$ cat src/rtl/lsu_store_writer.sv
// Purpose: LSU store path; formats one store into byte lanes and strobes and
//   issues it as a single AXI4-Lite write (AW, W, B), reporting done/err.
// Latency: done_valid 3 cycles after acceptance with no stalls, 1 cycle for a
//   faulting request. Backpressure: req_ready only in IDLE, so one store is in
//   flight at a time. AW/W valids hold until their own handshakes complete;
//   each stall on AW/W or B adds exactly its length.
//
// Ports:
//   clk, rst_n                    clock, async active-low reset
//   req_valid/req_ready           store request handshake
//   req_addr/req_wdata/req_func3  byte address, rs2 data, 000 SB / 001 SH / 010 SW
//   done_valid/done_err           one-cycle completion pulse and its error flag
//   aw*, w*, b*                   AXI4-Lite write channels (master side)
module lsu_store_writer #(
  parameter int ADDR_W = 32
) (
  input  logic              clk,
  input  logic              rst_n,
  input  logic              req_valid,
  output logic              req_ready,
  input  logic [ADDR_W-1:0] req_addr,
  input  logic [31:0]       req_wdata,
  input  logic [2:0]        req_func3,
  output logic              done_valid,
  output logic              done_err,
  output logic              awvalid,
  input  logic              awready,
  output logic [ADDR_W-1:0] awaddr,
  output logic              wvalid,
  input  logic              wready,
  output logic [31:0]       wdata,
  output logic [3:0]        wstrb,
  input  logic              bvalid,
  output logic              bready,
  input  logic [1:0]        bresp
);

  typedef enum logic [1:0] {
    IDLE   = 2'd0,
    SEND   = 2'd1,
    WAIT_B = 2'd2,
    DONE   = 2'd3
  } state_t;

  state_t state, state_n;

  logic        aw_done, w_done;
  logic        aw_hs, w_hs, send_fin, accept;
  logic        fault;
  logic [31:0] fmt_data;
  logic [3:0]  fmt_strb;
  logic [1:0]  a;

  // Only bresp[1] distinguishes SLVERR/DECERR from OKAY/EXOKAY.
  logic unused_bresp;
  assign unused_bresp = bresp[0];

  assign a = req_addr[1:0];

  // Handshakes are derived from state and the done flags only, so the valids
  // never depend combinationally on the readies.
  assign aw_hs    = (state == SEND) && !aw_done && awready;
  assign w_hs     = (state == SEND) && !w_done  && wready;
  assign send_fin = (aw_done || aw_hs) && (w_done || w_hs);
  assign accept   = (state == IDLE) && req_valid;

  // Lane replication, strobe generation and alignment check.
  always_comb begin
    fmt_data = req_wdata;
    fmt_strb = 4'b0000;
    fault    = 1'b1;
    case (req_func3)
      3'b000: begin
        fmt_data = {4{req_wdata[7:0]}};
        fmt_strb = 4'b0001 << a;
        fault    = 1'b0;
      end
      3'b001: begin
        fmt_data = {2{req_wdata[15:0]}};
        fmt_strb = a[1] ? 4'b1100 : 4'b0011;
        fault    = a[0];
      end
      3'b010: begin
        fmt_data = req_wdata;
        fmt_strb = 4'b1111;
        fault    = (a != 2'b00);
      end
      default: begin
        fmt_data = req_wdata;
        fmt_strb = 4'b0000;
        fault    = 1'b1;
      end
    endcase
  end

  always_ff @(posedge clk or negedge rst_n) begin
    if (!rst_n) state <= IDLE;
    else        state <= state_n;
  end

  always_comb begin
    state_n    = state;
    req_ready  = 1'b0;
    awvalid    = 1'b0;
    wvalid     = 1'b0;
    bready     = 1'b0;
    done_valid = 1'b0;
    case (state)
      IDLE: begin
        req_ready = 1'b1;
        if (req_valid) state_n = fault ? DONE : SEND;
      end
      SEND: begin
        awvalid = !aw_done;
        wvalid  = !w_done;
        if (send_fin) state_n = WAIT_B;
      end
      WAIT_B: begin
        bready = 1'b1;
        if (bvalid) state_n = DONE;
      end
      DONE: begin
        done_valid = 1'b1;
        state_n    = IDLE;
      end
      default: state_n = IDLE;
    endcase
  end

  // Request payload, channel progress flags and error status.
  always_ff @(posedge clk or negedge rst_n) begin
    if (!rst_n) begin
      awaddr   <= '0;
      wdata    <= '0;
      wstrb    <= '0;
      aw_done  <= 1'b0;
      w_done   <= 1'b0;
      done_err <= 1'b0;
    end else begin
      if (accept) begin
        awaddr   <= {req_addr[ADDR_W-1:2], 2'b00};
        wdata    <= fmt_data;
        wstrb    <= fmt_strb;
        done_err <= fault;
      end
      if (state == SEND) begin
        if (send_fin) begin
          aw_done <= 1'b0;
          w_done  <= 1'b0;
        end else begin
          if (aw_hs) aw_done <= 1'b1;
          if (w_hs)  w_done  <= 1'b1;
        end
      end
      if ((state == WAIT_B) && bvalid) done_err <= bresp[1];
      // Error is only meaningful alongside done_valid; drop it afterwards.
      if (state == DONE) done_err <= 1'b0;
    end
  end

endmodule

$ cat config.mk
export PLATFORM = sky130hd
export DESIGN_NAME = lsu_store_writer
export DESIGN_NICKNAME = d
export VERILOG_FILES = /design/src/rtl/lsu_store_writer.sv
export SDC_FILE = /design/constraint.sdc
export NUM_CORES = 1
export LEC_CHECK = 0
export ABC_AREA = 0
export ABC_CLOCK_PERIOD_IN_PS = 4550
export CAP_MARGIN = 40
export CORE_UTILIZATION = 44
export CTS_CLUSTER_DIAMETER = 120
export DETAILED_ROUTE_END_ITERATION = 16
export PLACE_DENSITY = 0.85
export RECOVER_POWER = 25
export SYNTH_ARGS = -nofsm -noshare
export SYNTH_HDL_FRONTEND = slang
export SYNTH_SLANG_ARGS = --single-unit
$ cat constraint.sdc
create_clock -name clk -period 4.55 [get_ports clk]
set_clock_uncertainty 0.05 [all_clocks]
set_input_delay 0.6825 -clock clk [delete_from_list [all_inputs] [get_ports clk]]
set_output_delay 0.6825 -clock clk [all_outputs]
set_load 0.005 [all_outputs]
==> results.md <==
- From synthesis to final layout, the design area changed by 54.8%.
- For this design the ratio of total power to cell area is 610 mW/mm^2.
- In this run switching power makes up 29.2% of total power.
- In this run the horizontal extent of the chip is 87.3 microns.
- The multi-input combinational cells in the finished layout cover a total of 0.00132 sq mm.
- The category of the critical setup timing path is reg2out.
- The pin count of the biggest net entering global routing is 44.
- The worst-case IR drop observed on VDD is 283 uV.
- The sum of net half-perimeters after detailed placement is 6.07 mm.
- The leakage power is 2.07 nW.
- The switching power summed over all nets is 0.885 mW.
- The y dimension of the die is 87.3 microns.
- The maximum level of the CTS H-tree is 3.
- The maximum number of buffers from clock root to sink is 2.
- Setup repair after global routing left no endpoint under its margin.
- Hold repair after CTS inserted 0 buffers.
- The data arrival time at the worst-slack endpoint is 1.87 ns.
- The wire length after detailed routing is 8.13 mm.
- Summed over its instances, the top area cell type makes up 55.5% of the synthesized netlist area.
- Of the cells placed in the final design, the portion with a size suffix greater than 1 is 16.7%.
- The actual transition at the worst max-transition pin is 1.74 ns.
- The final cycle utilization of the critical path is 57.1%.
- The number of antenna violations at the first check in global routing came to 0.
- The total via count after detailed routing is 2,514.
- In this run the worst hold path is classified as reg2reg.
- The tightest hold path in the finished design has a slack of 0.435 ns.
- In this run the worst path has a maximum fanout of 9.
- Buffers added to address setup during post-CTS repair amount to 0.
- Buffers inserted during clock tree synthesis total 9.
- The length of routed met2 wiring is 3.92 mm.
- The dominant register cell in the synthesized netlist is sky130_fd_sc_hd__dfrtp_1.
- The die covers 0.00762 sq mm.
- In the routed design, unresolved DRC markers number 0.
- After synthesis, flip-flops and latches occupy 55.5% of the total area.
- Counting flops with an async set or reset pin after synthesis yields a share of 100%.
- Global routing finished with a remaining overflow of 0.
- The global-route wire length before repair is 12.9 mm.
- The number of routed nets with antenna violations is 0.
- Counting every instance in the synthesized netlist gives 259.
- The routed design uses 802 microns of met3 wire.
- The part of the power in registers is 36.6%.
- For the final routed database, the setup TNS stands at 0 ns.
- The mean routed wirelength per cell is 16.2 microns.
- Summing all flip-flop and latch instances after layout gives 0.00178 sq mm.
- Cells fill 71.8% of the core in the end.
- The number of antenna cells inserted is 0.
- Yosys instantiated no cell more often than sky130_fd_sc_hd__dfrtp_1.
- Summed over all instances, the cell type with the most area after synthesis is sky130_fd_sc_hd__dfrtp_1.
- TritonCTS built the clock tree.
- The iteration count of the initial detailed-routing pass is 4.
- In the final routing, the length of wire on met1 measures 3.23 mm.
- The total of cells resized after clock tree synthesis is 0.
- Timing would allow up to 0.385 GHz.
- The flow ran to the end, but the final reports show violations.
- Clock-pin slew was measured on the worst setup and hold paths at 0.08 ns.
- The final reports fail on max-capacitance violations, max-slew violations.
- The weighted congestion at the end of routability-driven global placement is 0.735.
- The relative max-transition margin is -16.2%.
- The combinational share of power is 44.4%.
- The later pin in the worst-skew pair is clocked with a latency of 0.34 ns.
- The clock network is responsible for 19.1% of the overall power.
- Summing every instance area after synthesis gives 0.00320 sq mm.
- Ranked by instance count, the synthesized netlist is headed by sky130_fd_sc_hd__dfrtp_1 (71), sky130_fd_sc_hd__mux2_2 (44), sky130_fd_sc_hd__nand2_1 (29).
- In this run, synthesis inferred 0 flip-flops with an integrated enable.
- The total area inside the core boundary comes to 0.00691 sq mm.
- The highest layer touched by signal routing is met4.
- At the end of the flow, the number of nets in the layout was 482.
- The master cell of the clock root buffer is sky130_fd_sc_hd__clkbuf_8.
- The total of fill cells in the finished design is 515.
- The startpoint class of the critical path is a flop.
- The clock period could shrink to 2.60 ns.
- Yosys printed 0 warnings.
- The count of pins over their slew limit is 29.
- Internal power comes to 2.14 mW.
- Data on the critical path is required at its endpoint by 3.82 ns.
- The worst register-to-register path has a setup slack of 2.42 ns.
- The number of I/O port buffers is 145.
- The number of rows in the core area is 30.
- A synthesized cell averages 12.4 sq um.
- The number of DRC markers after the initial detailed-route iteration is 95.
- The number of global-route vias before repair is 2,580.
- Setup violations remaining at the end of the flow were counted as 0.
- Yosys attributes the largest share of cell area to sky130_fd_sc_hd__dfrtp_1 (56%), sky130_fd_sc_hd__mux2_2 (15%), sky130_fd_sc_hd__mux2i_1 (7.5%).
- The endpoint class of the critical path is an output pin.
- Pin placement for this block handled 149 I/O pins.
- The max-capacitance violation count is 1.
- The overall track demand over capacity in global routing is 22.6%.
- The flop and latch count out of synthesis is 71.
- The starting density of the core is 46.3%.
- For this design, the sink count on the clock tree is 71.
- The total count of hold-check failures in the final report was 0.
- Counting distinct cell types in the post-synthesis netlist gives 31.
- Using the TritonRoute via totals, the vias-per-cell ratio works out to 5.00.
-- cell usage in the layout, fill, tap and decap left out, types with 3 or more instances in the layout --
master and n:
sky130_fd_sc_hd__o21a_1 3, sky130_fd_sc_hd__ha_1 5, sky130_fd_sc_hd__nand2_1 28, sky130_fd_sc_hd__clkdlybuf4s50_1 144
sky130_fd_sc_hd__o21ai_1 9, sky130_fd_sc_hd__o21ai_0 22, sky130_fd_sc_hd__clkbuf_8 10, sky130_fd_sc_hd__inv_1 3
sky130_fd_sc_hd__mux2_2 44, sky130_fd_sc_hd__dfrtp_1 71, sky130_fd_sc_hd__nor2_1 3, sky130_fd_sc_hd__a21oi_1 8
sky130_fd_sc_hd__mux2i_1 24, sky130_fd_sc_hd__nor2b_1 4
-- sequential cells by signal (all words and copies together), names as in the netlist --
name,cells
wdata,32
awaddr,30
wstrb,4
state,2
aw_done,1
done_err,1
w_done,1
-- final cells by class --
| cell class | count | area share, % |
|---|---|---|
| clock inverter | 6 | 1.84 |
| clock buffer | 10 | 2.78 |
| timing repair buffer | 148 | 30.3 |
| tap | 96 | 2.42 |
| multi-input combinational | 169 | 26.6 |
| sequential | 71 | 35.8 |
| inverter | 3 | 0.227 |
-- path summary, 6_finish.rpt --
path,end,startpoint,cells past startpoint
min in group asynchronous,awaddr[21]$_DFFE_PN0P_,rst_n,1
worst min-delay path,wdata[21]$_DFFE_PN0P_,wdata[21]$_DFFE_PN0P_,2
max in group asynchronous,wdata[25]$_DFFE_PN0P_,rst_n,1
worst max register to register,awaddr[29]$_DFFE_PN0P_,state[0]$_DFFE_PN0P_,5
worst min register to register,wdata[21]$_DFFE_PN0P_,wdata[21]$_DFFE_PN0P_,2
worst max-delay path,wvalid,state[1]$_DFFE_PN0P_,4
-- worst max-delay path, cell delays in order (launching register included) --
cell,delay [ns]
sky130_fd_sc_hd__dfrtp_1,0.41
sky130_fd_sc_hd__inv_1,0.11
sky130_fd_sc_hd__ha_1,0.30
sky130_fd_sc_hd__nor2b_1,0.18
sky130_fd_sc_hd__clkdlybuf4s50_1,0.52
-- routing by layer --
metal  vias up  track usage (%)
met5         -                0
met1      1196             25.9
met3        12             9.00
met2       111             38.4
met4         0             8.20
li1       1195                -
-- per-stage QoR --
stage	instance area, sq um	total power, mW	instances	worst slack (ns)
after floorplan	3200	1.63	260	2.81
after global placement	4680	2.39	485	1.86
after detailed placement	4730	2.47	487	1.87
after CTS	4960	3.06	503	1.94
after global routing	4960	3.22	503	1.85
final	4960	3.03	503	1.95
-- kinds of logic (layout without fill, tap and decap cells) --
group / count (synthesis) / in the layout / share of synthesized area (%)
flip-flops: 71 / 71 / 55.5
multiplexers: 70 / 70 / 23.7
AO/OA/AOI/OAI: 49 / 49 / 8.60
AND/OR/NAND/NOR: 43 / 43 / 6.65
buffers and inverters: 20 / 167 / 3.48
adder cells (fa/ha/maj): 5 / 5 / 1.95
other: 1 / 2 / 0.117
-- power by group through the flow --
stage / Sequential, mW / Clock (mW) / Combinational (mW)
4_1_cts: 1.11 / 0.586 / 1.36
3_5_place_dp: 1.12 / 0 / 1.36
2_1_floorplan: 1.13 / 0 / 0.498
5_1_grt: 1.14 / 0.618 / 1.46
3_3_place_gp: 1.09 / 0 / 1.29
6_report: 1.11 / 0.576 / 1.34
Note: power is estimated with default switching activity, not from simulation.
